File: src/rtl/neuron_sched.sv
// neuron_sched -- control sequencer that time-shares one MAC datapath across
// all neurons of a layer.
//
// For every neuron it clears the accumulator, walks the data/weight pair
// index across all inputs, injects the bias, then writes the activated
// result into the result buffer. After the last neuron it pulses done.
//
// Ports
//   clk_i          clock, all state updates on the rising edge
//   rst_ni         asynchronous active-low reset
//   clk_en_i       global clock enable; state only advances when high
//   start_i        one-cycle layer start request (ignored while busy)
//   abort_i        synchronous cancel of the run in progress
//   pu_result_i    saturated, activated result from the MAC datapath
//   acc_clr_o      accumulator clear strobe
//   use_bias_o     selects bias instead of product at the datapath adder
//   in_addr_o      data/weight pair index
//   neuron_idx_o   current neuron (weight row / bias select)
//   res_we_o, res_addr_o, res_data_o   result-buffer write port
//   busy_o         run in progress (state != IDLE)
//   done_o         one-cycle end-of-layer pulse
//   cycle_cnt_o    enabled busy-cycle counter, saturating at 65535
//                  (present only when NEURON_SCHED_PERF_CNT_EN is defined)
//
// Optional feature macro: NEURON_SCHED_PERF_CNT_EN

module neuron_sched #(
    parameter int N_NEURONS = 30,
    parameter int N_INPUTS  = 62,
    parameter int AW        = 6,
    parameter int NW        = 5,
    parameter int n         = 8
) (
    input  logic          clk_i,
    input  logic          rst_ni,
    input  logic          clk_en_i,
    input  logic          start_i,
    input  logic          abort_i,
    input  logic [n-1:0]  pu_result_i,
    output logic          acc_clr_o,
    output logic          use_bias_o,
    output logic [AW-1:0] in_addr_o,
    output logic [NW-1:0] neuron_idx_o,
    output logic          res_we_o,
    output logic [NW-1:0] res_addr_o,
    output logic [n-1:0]  res_data_o,
    output logic          busy_o,
    output logic          done_o
`ifdef NEURON_SCHED_PERF_CNT_EN
    ,
    output logic [15:0]   cycle_cnt_o
`endif
);

    typedef enum logic [2:0] {
        S_IDLE,
        S_CLEAR,
        S_MAC,
        S_BIAS,
        S_WRITE,
        S_DONE
    } state_e;

    localparam logic [AW-1:0] LastAddr = AW'(N_INPUTS - 1);
    localparam logic [NW-1:0] LastIdx  = NW'(N_NEURONS - 1);

    state_e        state_q, state_d;
    logic [AW-1:0] in_addr_q, in_addr_d;
    logic [NW-1:0] neuron_idx_q, neuron_idx_d;

    // State and index registers; everything holds when clk_en_i is low
    // because the next-state logic returns the current values then.
    always_ff @(posedge clk_i or negedge rst_ni) begin
        if (!rst_ni) begin
            state_q      <= S_IDLE;
            in_addr_q    <= '0;
            neuron_idx_q <= '0;
        end else begin
            state_q      <= state_d;
            in_addr_q    <= in_addr_d;
            neuron_idx_q <= neuron_idx_d;
        end
    end

    // Next-state logic. Abort has priority over everything, including a
    // start seen in IDLE. The index counters saturate at their last value
    // and are explicitly reloaded rather than wrapping.
    always_comb begin
        state_d      = state_q;
        in_addr_d    = in_addr_q;
        neuron_idx_d = neuron_idx_q;
        if (clk_en_i) begin
            if (abort_i) begin
                state_d      = S_IDLE;
                in_addr_d    = '0;
                neuron_idx_d = '0;
            end else begin
                case (state_q)
                    S_IDLE: begin
                        if (start_i) begin
                            state_d      = S_CLEAR;
                            in_addr_d    = '0;
                            neuron_idx_d = '0;
                        end
                    end
                    S_CLEAR: begin
                        state_d   = S_MAC;
                        in_addr_d = '0;
                    end
                    S_MAC: begin
                        if (in_addr_q == LastAddr) begin
                            state_d = S_BIAS;
                        end else begin
                            in_addr_d = in_addr_q + AW'(1);
                        end
                    end
                    S_BIAS: begin
                        state_d = S_WRITE;
                    end
                    S_WRITE: begin
                        if (neuron_idx_q != LastIdx) begin
                            state_d      = S_CLEAR;
                            in_addr_d    = '0;
                            neuron_idx_d = neuron_idx_q + NW'(1);
                        end else begin
                            state_d = S_DONE;
                        end
                    end
                    S_DONE: begin
                        state_d      = S_IDLE;
                        in_addr_d    = '0;
                        neuron_idx_d = '0;
                    end
                    default: begin
                        state_d      = S_IDLE;
                        in_addr_d    = '0;
                        neuron_idx_d = '0;
                    end
                endcase
            end
        end
    end

    // Strobes are gated by clk_en_i so a stalled cycle never repeats a
    // clear, bias, write or done. An abort in WRITE or DONE suppresses the
    // write/done of that same cycle so a cancelled run leaves no trace.
    always_comb begin
        acc_clr_o  = clk_en_i && (state_q == S_CLEAR);
        use_bias_o = clk_en_i && (state_q == S_BIAS);
        res_we_o   = clk_en_i && !abort_i && (state_q == S_WRITE);
        done_o     = clk_en_i && !abort_i && (state_q == S_DONE);
        res_data_o = res_we_o ? pu_result_i : '0;
    end

    assign in_addr_o    = in_addr_q;
    assign neuron_idx_o = neuron_idx_q;
    assign res_addr_o   = neuron_idx_q;
    assign busy_o       = (state_q != S_IDLE);

`ifdef NEURON_SCHED_PERF_CNT_EN
    logic [15:0] cycle_cnt_q, cycle_cnt_d;

    // Counts enabled busy cycles of the latest run; cleared on an accepted
    // start and left untouched once the run finishes or is aborted.
    always_comb begin
        cycle_cnt_d = cycle_cnt_q;
        if (clk_en_i) begin
            if ((state_q == S_IDLE) && start_i && !abort_i) begin
                cycle_cnt_d = '0;
            end else if ((state_q != S_IDLE) && (cycle_cnt_q != 16'hFFFF)) begin
                cycle_cnt_d = cycle_cnt_q + 16'd1;
            end
        end
    end

    always_ff @(posedge clk_i or negedge rst_ni) begin
        if (!rst_ni) begin
            cycle_cnt_q <= '0;
        end else begin
            cycle_cnt_q <= cycle_cnt_d;
        end
    end

    assign cycle_cnt_o = cycle_cnt_q;
`endif

endmodule

File: config.mk
export PLATFORM = sky130hd
export DESIGN_NAME = neuron_sched
export DESIGN_NICKNAME = d
export VERILOG_FILES = /design/src/rtl/neuron_sched.sv
export SDC_FILE = /design/constraint.sdc
export NUM_CORES = 1
export LEC_CHECK = 0
export ABC_AREA = 0
export BUFFER_PORTS_ARGS = -buffer_cell sky130_fd_sc_hd__clkbuf_2
export CAP_MARGIN = 20
export CORE_MARGIN = 8
export CORE_UTILIZATION = 45
export CTS_CLUSTER_DIAMETER = 150
export DETAILED_ROUTE_END_ITERATION = 6
export PLACE_DENSITY = 0.86
export SLEW_MARGIN = 20
export SYNTH_ARGS = -nofsm -noshare
export SYNTH_HDL_FRONTEND = slang
export SYNTH_SLANG_ARGS = --single-unit
File: constraint.sdc
create_clock -name clk_i -period 2.9 [get_ports clk_i]
set_clock_uncertainty 0.2 [all_clocks]
set_input_delay 0.435 -clock clk_i [delete_from_list [all_inputs] [get_ports clk_i]]
set_output_delay 0.435 -clock clk_i [all_outputs]
set_load 0.01 [all_outputs]
==> qor.log, run 1 <==
qor: status.run_status finished, final reports clean
qor: power_and_ir_drop.leakage_power_summed_over_all_cells 0.616 nW
qor: clock_tree.path_clk_slew 80 ps
qor: placement.io_buffer_count 41
qor: yosys.post_synth_instance_area 0.00104 sq mm
qor: cells_and_area.multi_input_area 601 sq um
qor: detailed_routing.drt-initial-drc-count 65
qor: yosys.synth-edff-count 0
qor: timing.slew_viol_final 0
qor: yosys.synth_top_area_share 33.7%
qor: clock_tree.cts_buffer_depth 2
qor: cells_and_area.finish.cell_count_without_fillers 177
qor: worst_setup_path.timing.critical_path.fanout_max 16
qor: yosys.synth_seq_cells 14
qor: timing.grt_setup_unrepaired false
qor: floorplan.design.portCount 42
qor: clock_tree.ctsRootBufferMaster sky130_fd_sc_hd__clkbuf_4
qor: timing.maxClockFrequency 415 MHz
qor: clock_tree.cts-buffers-inserted 3
qor: yosys.yosys.cell_types.count 42
qor: yosys.synthDominantAreaCellType sky130_fd_sc_hd__dfrtp_1
qor: cells_and_area.final_layout_size_suffix_gt1_share 36.2%
qor: cells_and_area.ff_latch_area 350 sq um
qor: timing.worstMarginPinSlew 513 ps
qor: floorplan.die_h 64.0 microns
qor: yosys.netlist_instances 113
qor: worst_setup_path.arrival 1770 ps
qor: power_and_ir_drop.combinationalPowerShare 24.5%
qor: detailed_routing.drc_errors 0
qor: floorplan.initial_core_util 47.4%
qor: grt.grt_start_max_net_pins 17
qor: clock_tree.cts.repair_timing.setup_buffer_count 0
qor: worst_setup_path.cp-start-kind register
qor: cells_and_area.n_antenna_cell 0
qor: yosys.yosysSeqAreaShare 33.7%
qor: detailed_routing.route.antenna.remaining_nets 0
qor: placement.post-place-cells 172
qor: detailed_routing.routed-via-count 1054
qor: timing.min_period_over_period 83.0%
qor: floorplan.dieWidth 64.0 microns
qor: run.cap_violations 0
qor: yosys.warning_count_from_the_yosys_run 0
qor: grt.groute.layer.met2.usage 23.5%
qor: grt.global_route_wire_length_before_repair 4640 microns
qor: clock_tree.cts_repair_resize_count 0
qor: yosys.syn-mean-instance-area 9.19 sq um
qor: grt.antenna_found_initial 0
qor: detailed_routing.drt_pass1_iterations 4
qor: cells_and_area.area_delta_synth_final 21.7%
qor: grt.met1_usage 14.9%
qor: worst_setup_path.end_kind primary output
qor: cells_and_area.finish.net_count 167
qor: yosys.synthArstFlopShare 100%
qor: clock_tree.clock_tree.htree_level_count 1
qor: timing.setup_violations 0
qor: grt.grt_pass1_vias 1015
qor: grt.globalRouteTotalUtil 13.6%
qor: grt.use_met3 2.96%
qor: power_and_ir_drop.power_frac_clock 28.5%
qor: yosys.postSynth.topFlopCell sky130_fd_sc_hd__dfrtp_1
qor: power_and_ir_drop.power.ir.vdd_worst 0.278 mV
qor: worst_setup_path.worstSetupPathType reg -> out
qor: clock_tree.clock_sink_count 14
qor: floorplan.core 0.00219 sq mm
qor: timing.remaining_max_slew_budget_at_the_tightest_pin 65.7%
qor: power_and_ir_drop.sw_frac_of_total 32.3%
qor: cells_and_area.n_fill_cell 196
qor: power_and_ir_drop.p_per_area 392 mW/mm^2
qor: worst_hold_path.hold_path.class in -> reg
qor: worst_setup_path.cp_data_required_time 2270 ps
qor: detailed_routing.route.final.wire_length 2790 microns
qor: grt.globalRoute.totalOverflow 0
qor: timing.final_period_minus_worst_setup_slack 2410 ps
qor: placement.hpwl_dp 2180 microns
qor: yosys.synth.most_common_cell sky130_fd_sc_hd__dfrtp_1
qor: grt.most_utilized_layer_in_the_global_route_result met2
qor: clock_tree.clk_latency 280 ps
qor: placement.place_congestion 0.831
qor: yosys.synthesis.nets 130
qor: detailed_routing.average_wire_per_standard_cell 15.8 microns
qor: floorplan.dieArea 0.00410 sq mm
qor: floorplan.floorplan.rows 17
qor: timing.fin_tns_setup 0 ps
qor: power_and_ir_drop.pwr-share-seq 47.0%
qor: yosys.yosys-top-cells-area sky130_fd_sc_hd__dfrtp_1 34%, sky130_fd_sc_hd__and3_1 6.0%, sky130_fd_sc_hd__ha_1 4.8%
qor: detailed_routing.detail_route.vias_per_cell 5.95
qor: timing.hold_violations 0
qor: power_and_ir_drop.intPower 0.335 mW
qor: yosys.post_synth_most_frequent_cells 14 x sky130_fd_sc_hd__dfrtp_1, 10 x sky130_fd_sc_hd__and3_1, 6 x sky130_fd_sc_hd__nor2_1
qor: power_and_ir_drop.power_switching 0.160 mW
qor: clock_tree.cts_tree built
placed cells by master (no fill, tap or decap), types with 2 or more instances in the layout:
cell type                   count
sky130_fd_sc_hd__clkbuf_4       3
sky130_fd_sc_hd__or2_2          2
sky130_fd_sc_hd__a2bb2oi_1      2
sky130_fd_sc_hd__clkbuf_2      41
sky130_fd_sc_hd__nand3_1        5
sky130_fd_sc_hd__mux2_2         2
sky130_fd_sc_hd__nand3b_1       2
sky130_fd_sc_hd__ha_1           4
sky130_fd_sc_hd__o31ai_1        2
sky130_fd_sc_hd__nand2_1        3
sky130_fd_sc_hd__nor3_1         5
sky130_fd_sc_hd__o21ai_0        5
sky130_fd_sc_hd__o211ai_1       4
sky130_fd_sc_hd__nor2_1         6
sky130_fd_sc_hd__inv_1          5
sky130_fd_sc_hd__nor4b_1        2
sky130_fd_sc_hd__o22ai_1        3
sky130_fd_sc_hd__and3_1        10
sky130_fd_sc_hd__dfrtp_1       14
sky130_fd_sc_hd__nand4_1        2
sky130_fd_sc_hd__a31oi_1        2
sky130_fd_sc_hd__nand2b_1       2
sky130_fd_sc_hd__or3_1          3
kinds of logic after synthesis:
group                    Yosys count  synth area share (%)
buffers and inverters             16                  8.43
AO/OA/AOI/OAI                     30                  24.0
AND/OR/NAND/NOR                   46                  25.9
multiplexers                       3                  3.13
adder cells (fa/ha/maj)            4                  4.82
flip-flops                        14                  33.7
stage by stage:
stage	hold WS [ps]	util (%)	power [mW]	worst slack (ps)	instance area [sq um]
global route	294	57.7	0.526	386	1260
global placement	152	55.6	0.348	649	1220
floorplan	-60.6	-	0.318	811	1040
CTS	277	57.7	0.496	497	1260
detailed placement	155	55.6	0.355	558	1220
finish	283	57.7	0.495	493	1260
final cells by class:
type	instances	area share [%]
tap	28	2.77
clock buffer	4	2.87
inverter	5	1.49
multi-input combinational	83	47.5
timing repair buffer	43	17.6
sequential	14	27.7
state kept, by name, summed over array words and instances, names as in the netlist:
signal / count
in_addr_o: 6
neuron_idx_o: 5
state_q: 3
power groups by stage:
stage               registers, mW  logic [mW]  clock network, mW
global placement            0.233       0.115                  0
finish                      0.233       0.121              0.141
global route                0.236       0.135              0.154
CTS                         0.232       0.121              0.144
floorplan                   0.223      0.0951                  0
detailed placement          0.235       0.120                  0
worst max-delay path, stage by stage (launching register included):
cell and delay (ps):
sky130_fd_sc_hd__dfrtp_1 560, sky130_fd_sc_hd__nor4b_1 380, sky130_fd_sc_hd__buf_4 240, sky130_fd_sc_hd__and3_1 180
sky130_fd_sc_hd__clkbuf_2 140
what timing repair did:
| action | in CTS | in global routing |
|---|---|---|
| endpoints found under the setup margin | 0 | 0 |
| hold buffers | 1 | 0 |
| endpoints found under the hold margin | 14 | 0 |
final timing paths:
| check | end | slack [ps] | start | depth (start not counted) |
|---|---|---|---|---|
| min in group asynchronous | in_addr_o[4] | 390 | rst_ni | 2 |
| min reg2reg | in_addr_o[0] | 370 | in_addr_o[0] | 1 |
| max reg2reg | neuron_idx_o[0] | 530 | state_q[0] | 4 |
| min | state_q[0] | 280 | abort_i | 3 |
| max in group asynchronous | in_addr_o[3] | 1840 | rst_ni | 2 |
| max | res_data_o[1] | 490 | state_q[0] | 4 |
metal layers:
metal	part of all wire [%]	vias up	routed length [microns]
li1	-	502	-
met4	2.6	0	73
met1	41	498	1150
met3	5.5	8	155
met5	0	-	0
met2	51	46	1410
(Power assumes the default switching activity.)
==> run 2: changes to the inputs <==
- CORE_UTILIZATION: 45 -> 43
- clock period: 2.9 -> 2.13 ns (I/O delays scaled with it)
==> run 2 against run 1 <==
Worst setup slack got worse by 460 ps. Global-route usage rose by 0.060 points. Count of clock-buffer cells in the layout did not move. Hold slack got worse by 100 ps. Routed wire length rose by 9.7%. Design area rose by 14%. Combinational power rose by 110%. Critical path depth rose by 1. Non-clock buffer count rose by 13. Sequential share of layout area fell by 3.4 points. Via count rose by 4.2%. Critical endpoint unchanged.
==> qor.log, run 2 (synthesis gave the netlist of run 1 again) <==
qor: cells_and_area.layout.cells.most_common sky130_fd_sc_hd__clkbuf_2 [unchanged]
qor: placement.io_buffer_count 41 [unchanged]
qor: placement.dp_worst_setup_slack 83.0 ps [was 558 ps]
qor: cells_and_area.number_of_flip_flops_under_the_largest_register_name 6 [unchanged]
qor: grt.globalRouteTotalUtil 13.7% [was 13.6%]
qor: cells_and_area.area_of_all_placed_cells_without_fillers 0.00144 sq mm [was 0.00126 sq mm]
qor: power_and_ir_drop.power_switching 0.242 mW [was 0.160 mW]
qor: grt.grt_pass1_vias 1036 [was 1015]
qor: grt.groute.layer.met2.usage 23.4% [was 23.5%]
qor: timing.final_period_minus_worst_setup_slack 2100 ps
qor: detailed_routing.drt_pass1_iterations 5 [was 4]
qor: placement.hpwl_dp 2240 microns [was 2180 microns]
qor: timing.grt_setup_unrepaired true [was false]
qor: placement.postPlaceCellArea 0.00127 sq mm [was 0.00122 sq mm]
qor: worst_setup_path.cp_cell_sequence buf_6 -> nor4b_4 -> buf_4 -> and3_4 -> buf_6 [was nor4b_1 -> buf_4 -> and3_1 -> clkbuf_2]
qor: placement.place_congestion 0.821 [was 0.831]
qor: detailed_routing.detail_route.vias_per_cell 5.72 [was 5.95]
qor: floorplan.floorplan.rows 18 [was 17]
qor: timing.hold_ws 181 ps [was 283 ps]
qor: power_and_ir_drop.intPower 0.507 mW [was 0.335 mW]
qor: power_and_ir_drop.power.ir.vdd_worst 0.363 mV [was 0.278 mV]
qor: detailed_routing.average_wire_per_standard_cell 16.0 microns [was 15.8 microns]
qor: grt.use_met3 1.70% [was 2.96%]
qor: grt.met1_usage 15.8% [was 14.9%]
qor: worst_setup_path.worstSetupPathType reg -> out [unchanged]
qor: cells_and_area.multi_input_area 641 sq um [was 601 sq um]
qor: timing.hold_violations 0 [unchanged]
qor: clock_tree.cts_buffer_depth 2 [unchanged]
qor: timing.setup_violations 0 [unchanged]
qor: grt.global_route_wire_length_before_repair 4770 microns [was 4640 microns]
qor: detailed_routing.routed-via-count 1098 [was 1054]
qor: power_and_ir_drop.sw_frac_of_total 32.3% [about the same]
qor: worst_setup_path.crit_path_max_incr_delay 390 ps [was 560 ps]
qor: cells_and_area.finish.net_count 180 [was 167]
qor: worst_setup_path.timing.critical_path.fanout_max 5 [was 16]
qor: placement.post-place-cells 181 [was 172]
qor: floorplan.initial_core_util 43.5% [was 47.4%]
qor: grt.globalRoute.totalOverflow 0 [unchanged]
qor: power_and_ir_drop.leakage_power_summed_over_all_cells 0.689 nW [was 0.616 nW]
qor: worst_setup_path.worst-path-buf-inv 3 [was 2]
qor: timing.worstMarginPinSlew 407 ps [was 513 ps]
qor: worst_setup_path.cp_data_required_time 1610 ps [was 2270 ps]
qor: detailed_routing.route.final.wire_length 3070 microns [was 2790 microns]
qor: run.cap_violations 0 [unchanged]
qor: clock_tree.path_clk_slew 90 ps [was 80 ps]
qor: cells_and_area.n_antenna_cell 0 [unchanged]
qor: timing.maxClockFrequency 477 MHz
qor: grt.antenna_found_initial 0 [unchanged]
qor: cells_and_area.finish.cell_count_without_fillers 192 [was 177]
qor: floorplan.die_h 65.1 microns [was 64.0 microns]
qor: floorplan.design.portCount 42 [unchanged]
qor: timing.min_period_over_period 98.5%
qor: status.run_status finished, final reports clean [unchanged]
qor: worst_hold_path.hold_path.class in -> reg [unchanged]
qor: timing.slew_viol_final 0 [unchanged]
qor: power_and_ir_drop.pwr-share-seq 39.1% [was 47.0%]
qor: worst_setup_path.end_kind primary output [unchanged]
qor: floorplan.core 0.00239 sq mm [was 0.00219 sq mm]
qor: detailed_routing.drt-initial-drc-count 42 [was 65]
qor: clock_tree.ctsRootBufferMaster sky130_fd_sc_hd__clkbuf_4 [unchanged]
qor: detailed_routing.drc_errors 0 [unchanged]
qor: timing.setup_slack 32.1 ps [was 493 ps]
qor: timing.remaining_max_slew_budget_at_the_tightest_pin 72.8% [was 65.7%]
qor: worst_setup_path.timing.critical_path.mode_cell sky130_fd_sc_hd__buf_6
qor: clock_tree.clk_latency 280 ps [about the same]
qor: cells_and_area.area_delta_synth_final 38.7% [was 21.7%]
qor: power_and_ir_drop.p_per_area 520 mW/mm^2 [was 392 mW/mm^2]
qor: detailed_routing.route.antenna.remaining_nets 0 [unchanged]
qor: grt.most_utilized_layer_in_the_global_route_result met2 [unchanged]
qor: floorplan.dieArea 0.00424 sq mm [was 0.00410 sq mm]
qor: worst_setup_path.slowest_stage sky130_fd_sc_hd__dfrtp_1 [unchanged]
qor: clock_tree.clock_tree.htree_level_count 1 [unchanged]
qor: power_and_ir_drop.power_frac_clock 26.3% [was 28.5%]
qor: worst_setup_path.cp-start-kind register [unchanged]
qor: cells_and_area.final_layout_size_suffix_gt1_share 45.1% [was 36.2%]
qor: worst_setup_path.crit_family simple AND/OR/NAND/NOR gates [was flip-flops]
qor: power_and_ir_drop.post-layout-total-power 0.749 mW [was 0.495 mW]
qor: clock_tree.cts_tree built [unchanged]
qor: power_and_ir_drop.combinationalPowerShare 34.5% [was 24.5%]
qor: grt.grt_start_max_net_pins 16 [was 17]
qor: cells_and_area.ff_latch_area 350 sq um [unchanged]
qor: clock_tree.cts-buffers-inserted 3 [unchanged]
qor: cells_and_area.mostFrequentLayoutCells 33 x sky130_fd_sc_hd__clkbuf_2, 14 x sky130_fd_sc_hd__dfrtp_1, 11 x sky130_fd_sc_hd__buf_4 [was 41 x sky130_fd_sc_hd__clkbuf_2, 14 x sky130_fd_sc_hd__dfrtp_1, 10 x sky130_fd_sc_hd__and3_1]
qor: cells_and_area.n_fill_cell 206 [was 196]
qor: clock_tree.clock_sink_count 14 [unchanged]
qor: floorplan.dieWidth 65.1 microns [was 64.0 microns]
qor: worst_setup_path.arrival 1580 ps [was 1770 ps]
run 2: worst paths after layout:
path                               from             to  slack, ps  cells after the start
min reg2reg                in_addr_o[0]   in_addr_o[0]        370                      1
max                          state_q[0]  res_data_o[1]         30                      5
max reg2reg                  state_q[1]   in_addr_o[4]        150                      4
min                             abort_i     state_q[0]        180                      3
min in group asynchronous        rst_ni   in_addr_o[1]        250                      2
max in group asynchronous        rst_ni     state_q[1]       1220                      2
run 2: worst reg2reg max path, delay by kind of cell, from the launching register on:
kind | cells | cell delay (ps)
simple gates | 3 | 1110
flops | 1 | 400
compound gates | 1 | 160
run 2: area by class of cell:
| type | instances | area share, % |
|---|---|---|
| clock buffers | 4 | 2.52 |
| well taps | 30 | 2.61 |
| flip-flops and latches | 14 | 24.3 |
| repair buffers | 56 | 24.8 |
| inverters | 5 | 1.30 |
| multi-input cells | 83 | 44.5 |
run 2: metrics by stage:
stage	utilization [%]	TNS [ps]
2_1_floorplan	-	0
3_3_place_gp	53.3	0
3_5_place_dp	53.3	0
4_1_cts	56.9	0
5_1_grt	60.3	-118
6_report	60.3	0
run 2: layer usage:
layer	share of wire [%]	vias up	wire length (microns)
met5	0	-	0
met1	41	531	1250
met3	3.9	10	121
met4	3.2	0	99
li1	-	526	-
met2	52	31	1590
run 2: power groups by stage:
stage                     combinational, mW  clock [mW]  sequential [mW]
after global placement                0.205           0            0.296
after detailed placement              0.213           0            0.297
after global routing                  0.279       0.209            0.295
after floorplan                       0.129           0            0.303
after CTS                             0.234       0.200            0.292
final                                 0.259       0.197            0.293
run 2: timing repair:
action | in CTS | in global routing
endpoints found under the setup margin | 9 | 9
hold buffers | 1 | 0
pin swaps | 1 | 8
gates resized for setup | 4 | 19
endpoints found under the hold margin | 14 | 0
cloned | 1 | 0
setup buffers | 2 | 3
